<file path="config.mk">
export PLATFORM = sky130hd
export DESIGN_NAME = fft_butterfly_scheduler
export DESIGN_NICKNAME = d
export VERILOG_FILES = /design/src/rtl/fft_pkg.sv /design/src/rtl/fft_butterfly_scheduler_delay.sv /design/src/rtl/fft_butterfly_scheduler.sv
export SDC_FILE = /design/constraint.sdc
export NUM_CORES = 1
export LEC_CHECK = 0
export CORE_MARGIN = 2
export CORE_UTILIZATION = 40
export CTS_CLUSTER_SIZE = 16
export DETAILED_ROUTE_END_ITERATION = 7
export PLACE_DENSITY_LB_ADDON = 0.25
export SLEW_MARGIN = 20
export SYNTH_ARGS = -nofsm -noshare
export SYNTH_HDL_FRONTEND = slang
export SYNTH_HIERARCHICAL = 1
export SYNTH_SLANG_ARGS = --single-unit
</file>
<file path="constraint.sdc">
create_clock -name clk -period 5.8 [get_ports clk]
set_clock_uncertainty 0.2 [all_clocks]
set_input_delay 0.58 -clock clk [delete_from_list [all_inputs] [get_ports clk]]
set_output_delay 0.58 -clock clk [all_outputs]
set_load 0.05 [all_outputs]
</file>
<file path="src/rtl/fft_pkg.sv">
// Shared types and helpers for the radix-2 DIT FFT butterfly scheduler.
package fft_pkg;

  localparam int FFT_N_LOG2_DEF = 3;

  typedef enum logic [1:0] {
    ST_IDLE,
    ST_ISSUE,
    ST_DRAIN,
    ST_FINISH
  } fft_state_e;

  // Twiddle index k = pos << (N_LOG2-1-s); callers truncate to N_LOG2-1 bits.
  function automatic logic [9:0] fft_tw_idx(input logic [3:0] s, input logic [9:0] pos,
                                            input int n_log2);
    int sh;
    sh = n_log2 - 1 - int'(s);
    return pos << sh;
  endfunction

endpackage

</file>
<file path="src/rtl/fft_butterfly_scheduler_delay.sv">
// fft_addr_delay: LAT-stage shift register carrying {valid, addr_a, addr_b}
// from the read issue point to the write-back point.
module fft_addr_delay #(
  parameter int LAT = 2,
  parameter int AW  = 3
) (
  input  logic          clk,
  input  logic          rst,
  input  logic          vld_i,
  input  logic [AW-1:0] addr_a_i,
  input  logic [AW-1:0] addr_b_i,
  output logic          vld_o,
  output logic [AW-1:0] addr_a_o,
  output logic [AW-1:0] addr_b_o
);

  logic          vld_q [LAT];
  logic          vld_d [LAT];
  logic [AW-1:0] a_q   [LAT];
  logic [AW-1:0] a_d   [LAT];
  logic [AW-1:0] b_q   [LAT];
  logic [AW-1:0] b_d   [LAT];

  always_comb begin
    vld_d[0] = vld_i;
    a_d[0]   = addr_a_i;
    b_d[0]   = addr_b_i;
    for (int i = 1; i < LAT; i++) begin
      vld_d[i] = vld_q[i-1];
      a_d[i]   = a_q[i-1];
      b_d[i]   = b_q[i-1];
    end
  end

  always_ff @(posedge clk or posedge rst) begin
    if (rst) begin
      for (int i = 0; i < LAT; i++) begin
        vld_q[i] <= 1'b0;
        a_q[i]   <= '0;
        b_q[i]   <= '0;
      end
    end else begin
      vld_q <= vld_d;
      a_q   <= a_d;
      b_q   <= b_d;
    end
  end

  assign vld_o    = vld_q[LAT-1];
  assign addr_a_o = a_q[LAT-1];
  assign addr_b_o = b_q[LAT-1];

endmodule

</file>
<file path="src/rtl/fft_butterfly_scheduler.sv">
// Radix-2 DIT in-place FFT butterfly sequencer: read addresses, twiddle index, delayed write-back.
// Optional FFT_SCHED_INVERSE_EN adds inverse input and tw_conj output for IFFT scheduling.
//
// state     | meaning
// IDLE      | waiting for start
// ISSUE     | one butterfly read per cycle, j = 0..N/2-1
// DRAIN     | LAT cycles so stage s writes land before stage s+1 reads
// FINISH    | pulse done, drop busy
module fft_butterfly_scheduler
  import fft_pkg::*;
#(
  parameter int N_LOG2 = FFT_N_LOG2_DEF,
  parameter int LAT    = 2
) (
  input  logic              clk,
  input  logic              rst,
`ifdef FFT_SCHED_INVERSE_EN
  input  logic              inverse,
  output logic              tw_conj,
`endif
  input  logic              start,
  output logic              busy,
  output logic              done,
  output logic              rd_en,
  output logic [N_LOG2-1:0] rd_addr_a,
  output logic [N_LOG2-1:0] rd_addr_b,
  output logic [N_LOG2-2:0] tw_idx,
  output logic              wr_en,
  output logic [N_LOG2-1:0] wr_addr_a,
  output logic [N_LOG2-1:0] wr_addr_b
);

  localparam int JW = N_LOG2 - 1;
  localparam int SW = 4;
  localparam int DW = (LAT > 1) ? $clog2(LAT) : 1;
  localparam logic [JW-1:0] J_LAST = JW'((1 << (N_LOG2 - 1)) - 1);
  localparam logic [SW-1:0] S_LAST = SW'(N_LOG2 - 1);
  localparam logic [DW-1:0] D_LOAD = DW'(LAT - 1);

  fft_state_e        state_q, state_d;
  logic [SW-1:0]     s_q, s_d;
  logic [JW-1:0]     j_q, j_d;
  logic [DW-1:0]     drn_q, drn_d;
  logic              rd_en_q, rd_en_d;
  logic [N_LOG2-1:0] rd_a_q, rd_a_d;
  logic [N_LOG2-1:0] rd_b_q, rd_b_d;
  logic [JW-1:0]     tw_q, tw_d;
  logic              busy_q, busy_d;
  logic              done_q, done_d;
`ifdef FFT_SCHED_INVERSE_EN
  logic              inv_q, inv_d;
  logic              conj_q, conj_d;
`endif

  logic [N_LOG2-1:0] span, jx, pos, grp, addr_a, addr_b;

  always_comb begin
    state_d = state_q;
    s_d     = s_q;
    j_d     = j_q;
    drn_d   = drn_q;
    rd_en_d = 1'b0;
    rd_a_d  = '0;
    rd_b_d  = '0;
    tw_d    = '0;
    done_d  = 1'b0;
`ifdef FFT_SCHED_INVERSE_EN
    inv_d   = inv_q;
`endif

    span   = N_LOG2'(1) << s_q;
    jx     = N_LOG2'(j_q);
    pos    = jx & (span - N_LOG2'(1));
    grp    = jx >> s_q;
    addr_a = (grp << (s_q + 4'd1)) | pos;
    addr_b = addr_a | span;

    case (state_q)
      ST_IDLE: begin
        if (start) begin
          s_d     = '0;
          j_d     = '0;
          state_d = ST_ISSUE;
`ifdef FFT_SCHED_INVERSE_EN
          inv_d   = inverse;
`endif
        end
      end
      ST_ISSUE: begin
        rd_en_d = 1'b1;
        rd_a_d  = addr_a;
        rd_b_d  = addr_b;
        tw_d    = JW'(fft_tw_idx(s_q, 10'(pos), N_LOG2));
        if (j_q == J_LAST) begin
          j_d     = '0;
          drn_d   = D_LOAD;
          state_d = ST_DRAIN;
        end else begin
          j_d = j_q + 1'b1;
        end
      end
      ST_DRAIN: begin
        if (drn_q == '0) begin
          if (s_q == S_LAST) begin
            state_d = ST_FINISH;
          end else begin
            s_d     = s_q + 1'b1;
            j_d     = '0;
            state_d = ST_ISSUE;
          end
        end else begin
          drn_d = drn_q - 1'b1;
        end
      end
      ST_FINISH: begin
        done_d  = 1'b1;
        state_d = ST_IDLE;
      end
      default: state_d = ST_IDLE;
    endcase

    busy_d = (state_d != ST_IDLE);
`ifdef FFT_SCHED_INVERSE_EN
    conj_d = inv_q & rd_en_d;
`endif
  end

  always_ff @(posedge clk or posedge rst) begin
    if (rst) begin
      state_q <= ST_IDLE;
      s_q     <= '0;
      j_q     <= '0;
      drn_q   <= '0;
      rd_en_q <= 1'b0;
      rd_a_q  <= '0;
      rd_b_q  <= '0;
      tw_q    <= '0;
      busy_q  <= 1'b0;
      done_q  <= 1'b0;
    end else begin
      state_q <= state_d;
      s_q     <= s_d;
      j_q     <= j_d;
      drn_q   <= drn_d;
      rd_en_q <= rd_en_d;
      rd_a_q  <= rd_a_d;
      rd_b_q  <= rd_b_d;
      tw_q    <= tw_d;
      busy_q  <= busy_d;
      done_q  <= done_d;
    end
  end

`ifdef FFT_SCHED_INVERSE_EN
  always_ff @(posedge clk or posedge rst) begin
    if (rst) begin
      inv_q  <= 1'b0;
      conj_q <= 1'b0;
    end else begin
      inv_q  <= inv_d;
      conj_q <= conj_d;
    end
  end

  assign tw_conj = conj_q;
`endif

  // Write-back follows the registered read strobe by exactly LAT cycles.
  fft_addr_delay #(
    .LAT (LAT),
    .AW  (N_LOG2)
  ) u_delay (
    .clk      (clk),
    .rst      (rst),
    .vld_i    (rd_en_q),
    .addr_a_i (rd_a_q),
    .addr_b_i (rd_b_q),
    .vld_o    (wr_en),
    .addr_a_o (wr_addr_a),
    .addr_b_o (wr_addr_b)
  );

  assign busy      = busy_q;
  assign done      = done_q;
  assign rd_en     = rd_en_q;
  assign rd_addr_a = rd_a_q;
  assign rd_addr_b = rd_b_q;
  assign tw_idx    = tw_q;

endmodule

</file>
### Yosys cells after proc, flatten, opt, wreduce, memory -nomap -nowiden

Cells that the tools add are included.

* output and inout port bits: 18
* bits in registers: 34
* input bits: 3

* shifts and indexed selects: 4
* bitwise gates (word level): 3
* equal/unequal tests: 9
* add/subtract/negate cells: 5
* reduce and logical (&&, ||, !) cells: 8
* mux-type cells: 22

Operator list (number)
* 3-bit by 32-bit << shifter with 2-bit output: 1
* 2-bit two-way mux: 9
* 4-bit two-way mux: 3
* 2-bit inequality test, second input constant: 4
* 2-bit case mux with 4 select lines: 1
* 4-bit case mux with 2 select lines: 1
* 4-bit AND reduction: 2
* 2-bit == test, second input constant: 3
* 3-bit two-way mux: 2
* 3-bit bitwise OR: 2
* 2-bit case mux with 3 select lines: 1
* 2-bit nonzero test: 3
* 2-bit by 4-bit subtractor with 5-bit output, first input constant: 1
* 4-bit by 1-bit adder with 4-bit output, second input constant: 1
* 4-bit by 2-bit == test with 1-bit output, second input constant: 1
* 1-bit two-way mux: 4
* 1-bit by 4-bit << shifter with 3-bit output, first input constant: 1
* 3-bit by 4-bit << shifter with 3-bit output: 1
* 2-bit by 4-bit >> shifter with 3-bit output: 1
* 2-bit by 3-bit AND with 3-bit output: 1
* 3-bit nonzero test: 1
* 3-bit by 1-bit subtractor with 3-bit output, second input constant: 1
* 2-bit by 1-bit adder with 2-bit output, second input constant: 1
* 2-bit by 1-bit == test with 1-bit output, second input constant: 1
* other kinds (4): 4

### Longest topological paths before layout

* depth after elaboration: 6
* depth in mapped cells: 6
* gate-level depth less buffers: 5

### Modules after synthesis

Netlist, hierarchy kept.

Modules (own cells, without submodules)
* fft_butterfly_scheduler: area each 963.4 sq um, cells each 98, times used 1
* fft_addr_delay: area each 354.1 sq um, cells each 15, times used 1

### Worst setup path before layout

No wires, ideal clock.

* path type: flip-flop to flip-flop
* start: reg s_q[0]
* end: reg s_q[2]
* clock period less this slack: 1.911 ns
* setup slack: 3.889 ns
* library setup time: 0.069 ns
* data arrival time: 1.641 ns
* stages on the path, launching flop included: 7
* path through: dfrtp_1 > clkbuf_1 > inv_1 > ha_1 > nor3b_1 > or4b_1 > nand3_1

* longest elaborated chain between the ends: 4
* elaborated cells on any way between the ends: 7
* classes of those cells: add/sub (1); eq/ne (2); mux (3); reduce/logical (1)

Ends and longest elaborated chain
* from (decl): line fft_butterfly_scheduler.sv:41 `logic [SW-1:0] s_q, s_d;`
* from (signal assigned): line fft_butterfly_scheduler.sv:131 `s_q <= '0;`
* from (signal assigned): line fft_butterfly_scheduler.sv:142 `s_q <= s_d;`
* 4-bit by 1-bit adder with 4-bit output: line fft_butterfly_scheduler.sv:107 `s_d = s_q + 1'b1;`
* 4-bit two-way mux: line fft_butterfly_scheduler.sv:104 `if (s_q == S_LAST) begin`
* 4-bit two-way mux: line fft_butterfly_scheduler.sv:103 `if (drn_q == '0) begin`
* 4-bit case mux with 2 select lines: line fft_butterfly_scheduler.sv:78 `case (state_q)`

Several ways; a longest one is shown, not always the timed one. The select of a mux whose other input is x is not followed.
A chain may end at the register's enable or synchronous reset.

### Worst setup path in the final report

* start: reg rd_a_q[2], in the netlist rd_addr_a[2]
* end: out rd_addr_a[2]

RTL lines
* from (decl): line fft_butterfly_scheduler.sv:45 `logic [N_LOG2-1:0] rd_a_q, rd_a_d;`
* from (signal assigned): line fft_butterfly_scheduler.sv:146 `rd_a_q <= rd_a_d;`
* to (decl): line fft_butterfly_scheduler.sv:25 `output logic [N_LOG2-1:0] rd_addr_a,`

No word-level cell between the ends.

==> impl_metrics.json <==
{
  "regArea_um2": 851,
  "cp_max_fo": 2,
  "design_area_um2": 1600,
  "status": "finished, final reports clean",
  "clk_latency_ps": 320,
  "fin_hold_ws_ps": 152,
  "worstPathCellList": "clkdlybuf4s50_1",
  "n_fill_cell": 313,
  "ys.warnings.count": 6,
  "cp_slowest_stage_delay_ps": 810,
  "port_buffers": 20,
  "grt_pass1_vias": 887,
  "finalHoldViolCount": 0,
  "crit_buf_inv": 1,
  "use_met3_pct": 5.88,
  "die_area_um2": 3770,
  "place_area_um2": 1550,
  "layout.cells.non_filler": 179,
  "met2_usage_pct": 24.5,
  "busiest_layer": "met2",
  "synth_edf_count": 0,
  "ys_seq_area_share_pct": 64.6,
  "clk_pin_slew_ps": 90,
  "drc": 0,
  "slew_headroom_pct": 52.1,
  "clock_path_buffers": 2,
  "critical_path_class": "register to output pin",
  "die_h_um": 61.4,
  "cpMaxStageDelayCell": "clkdlybuf4s50_1",
  "cap_violations": 0,
  "ant_nets": 0,
  "cts_tree": "done",
  "yosysMostFrequentCell": "dfrtp_1",
  "rsz0062_at_grt": "false",
  "multiInputGateArea_um2": 420,
  "wl_per_cell_um": 12.3,
  "start_util_pct": 42.5,
  "track_usage_pct": 14.9,
  "ir_drop_mv": 0.226,
  "via_count": 918,
  "area_growth_syn_to_layout_pct": 21.5,
  "wirelength_um": 2200,
  "met1_usage_pct": 17.3,
  "grt_first_pass_wirelength_um": 4000,
  "critPathCaptureType": "output pin",
  "hp-class": "register to register",
  "cpLargestDelayFamily": "buffers and inverters",
  "htreeDepth": 2,
  "core_area_um2": 3100,
  "start_kind": "register",
  "syn_nets": 119,
  "cts.sinks": 34,
  "period_minus_slack_ps": 2260,
  "async_flop_share_pct": 100,
  "finish.utilization_pct": 51.6,
  "detailed_place_hpwl_um": 1650,
  "num_io_pins": 21,
  "drv_slew": 0,
  "place.gp.congestion": 0.758,
  "finalCritPeriodShare_pct": 39.0,
  "arrival_ps": 1480,
  "grt_max_degree": 21,
  "post-cts-setup-buffers": 0,
  "hold_buffers": 0,
  "finalSetupTns_ps": 0,
  "syn_area_um2": 1320,
  "clockRootBuffer": "clkbuf_4",
  "post_drt_via_cell_ratio": 5.13,
  "ys_seq_elements": 34,
  "leakagePower_uw": 0.000740,
  "synth_area_per_cell_um2": 11.7,
  "place_inst": 173,
  "synth.area.top_cells": "dfrtp_1 (65%), nand3_1 (3.4%), ha_1 (2.8%)",
  "synth_ff_type": "dfrtp_1",
  "required_ps": 5020,
  "worst_pin_slew_ps": 718,
  "first_pass_iters": 4,
  "synthCells": 113,
  "rows": 20,
  "drive_gt1_share_pct": 7.41,
  "yosysTopAreaCell": "dfrtp_1",
  "setup_violations": 0,
  "synth.distinct_cells": 36,
  "cts_buffers": 5,
  "drt_iter0_drc": 32,
  "max_freq_mhz": 442,
  "nNetsFinal": 142,
  "power_per_cell_area_nw_per_um2": 526,
  "ys_top_cells_by_count": "dfrtp_1 (34), nand2_1 (9), nand3_1 (9), o21ai_0 (6)",
  "num_antenna_cells": 0,
  "die_w_um": 61.4,
  "ctsResizeCount": 0,
  "antenna_found_initial": 0,
  "synth_top_area_share_pct": 64.6,
  "grt_overflow": 0
}
==> report_power, final <==
group	internal (uW)	leakage [uW]	switching (uW)
combinational	121	0.000277	237
sequential	312	0.000432	50.3
clock	54.5	0.0000302	66.8
total	487	0.000740	354
==> kinds of logic after synthesis <==
group / share of synthesized area (%)
AOI/OAI and AO/OA: 10.6
xor gates and xnor gates: 1.33
adders and majority gates: 2.85
buffers and inverters: 3.51
DFF: 64.6
and+or+nand+nor: 17.1
==> sequential cells by signal, indices dropped and copies added, names as in the netlist, 3 cells and up <==
register          cells
u_delay/a_d           3
u_delay/addr_a_o      3
rd_addr_b             3
s_q                   4
u_delay/b_d           3
u_delay/addr_b_o      3
rd_addr_a             3
==> metal layers <==
layer | vias up | part of all wire (%)
li1 | 443 | -
met1 | 449 | 43
met2 | 20 | 50
met3 | 6 | 5.5
met4 | 0 | 1.9
met5 | - | 0
==> cell type report <==
| class | count | share of cell area [%] |
|---|---|---|
| flip-flops and latches | 34 | 53.2 |
| multi-input cells | 69 | 26.3 |
| repair buffers | 20 | 12.5 |
| well taps | 44 | 3.44 |
| clock buffers | 6 | 3.21 |
| inverters | 6 | 1.41 |
==> placed cells by master (no fill, tap or decap), types with 2 or more instances in the layout <==
cell and instances:
ha_1 3, or3_1 2, o211ai_1 2, a21oi_1 5, nor3_1 3, nor2_1 5
clkbuf_4 5, clkdlybuf4s50_1 20, o21ai_0 6, o31ai_1 2, dfrtp_1 34, or3b_2 2
nand3_1 9, nand2_1 9, o21ai_1 3, inv_1 5
==> per-stage QoR <==
stage          setup slack (ps)  power (uW)
2_1_floorplan              3890         617
3_3_place_gp               3690         717
3_5_place_dp               3650         728
4_1_cts                    3500         853
5_1_grt                    3440         906
6_report                   3540         841
==> final timing paths <==
check                                    startpoint                             to  slack, ps  depth (start not counted)
min in group asynchronous                       rst     u_delay/vld_d[0]$_DFF_PP0_        400                          2
setup / recovery             rd_addr_a[2]$_DFF_PP0_                   rd_addr_a[2]       3540                          1
setup reg to reg                 s_q[0]$_DFFE_PP0P_             j_q[0]$_DFFE_PP0P_       3620                          5
hold reg to reg            u_delay/b_d[2]$_DFF_PP0_  u_delay/addr_b_o[2]$_DFF_PP0_        150                          0
max in group asynchronous                       rst         rd_addr_b[2]$_DFF_PP0_       4440                          2
hold / removal             u_delay/b_d[2]$_DFF_PP0_  u_delay/addr_b_o[2]$_DFF_PP0_        150                          0
No activity file was read; power rests on OpenSTA's default activity.
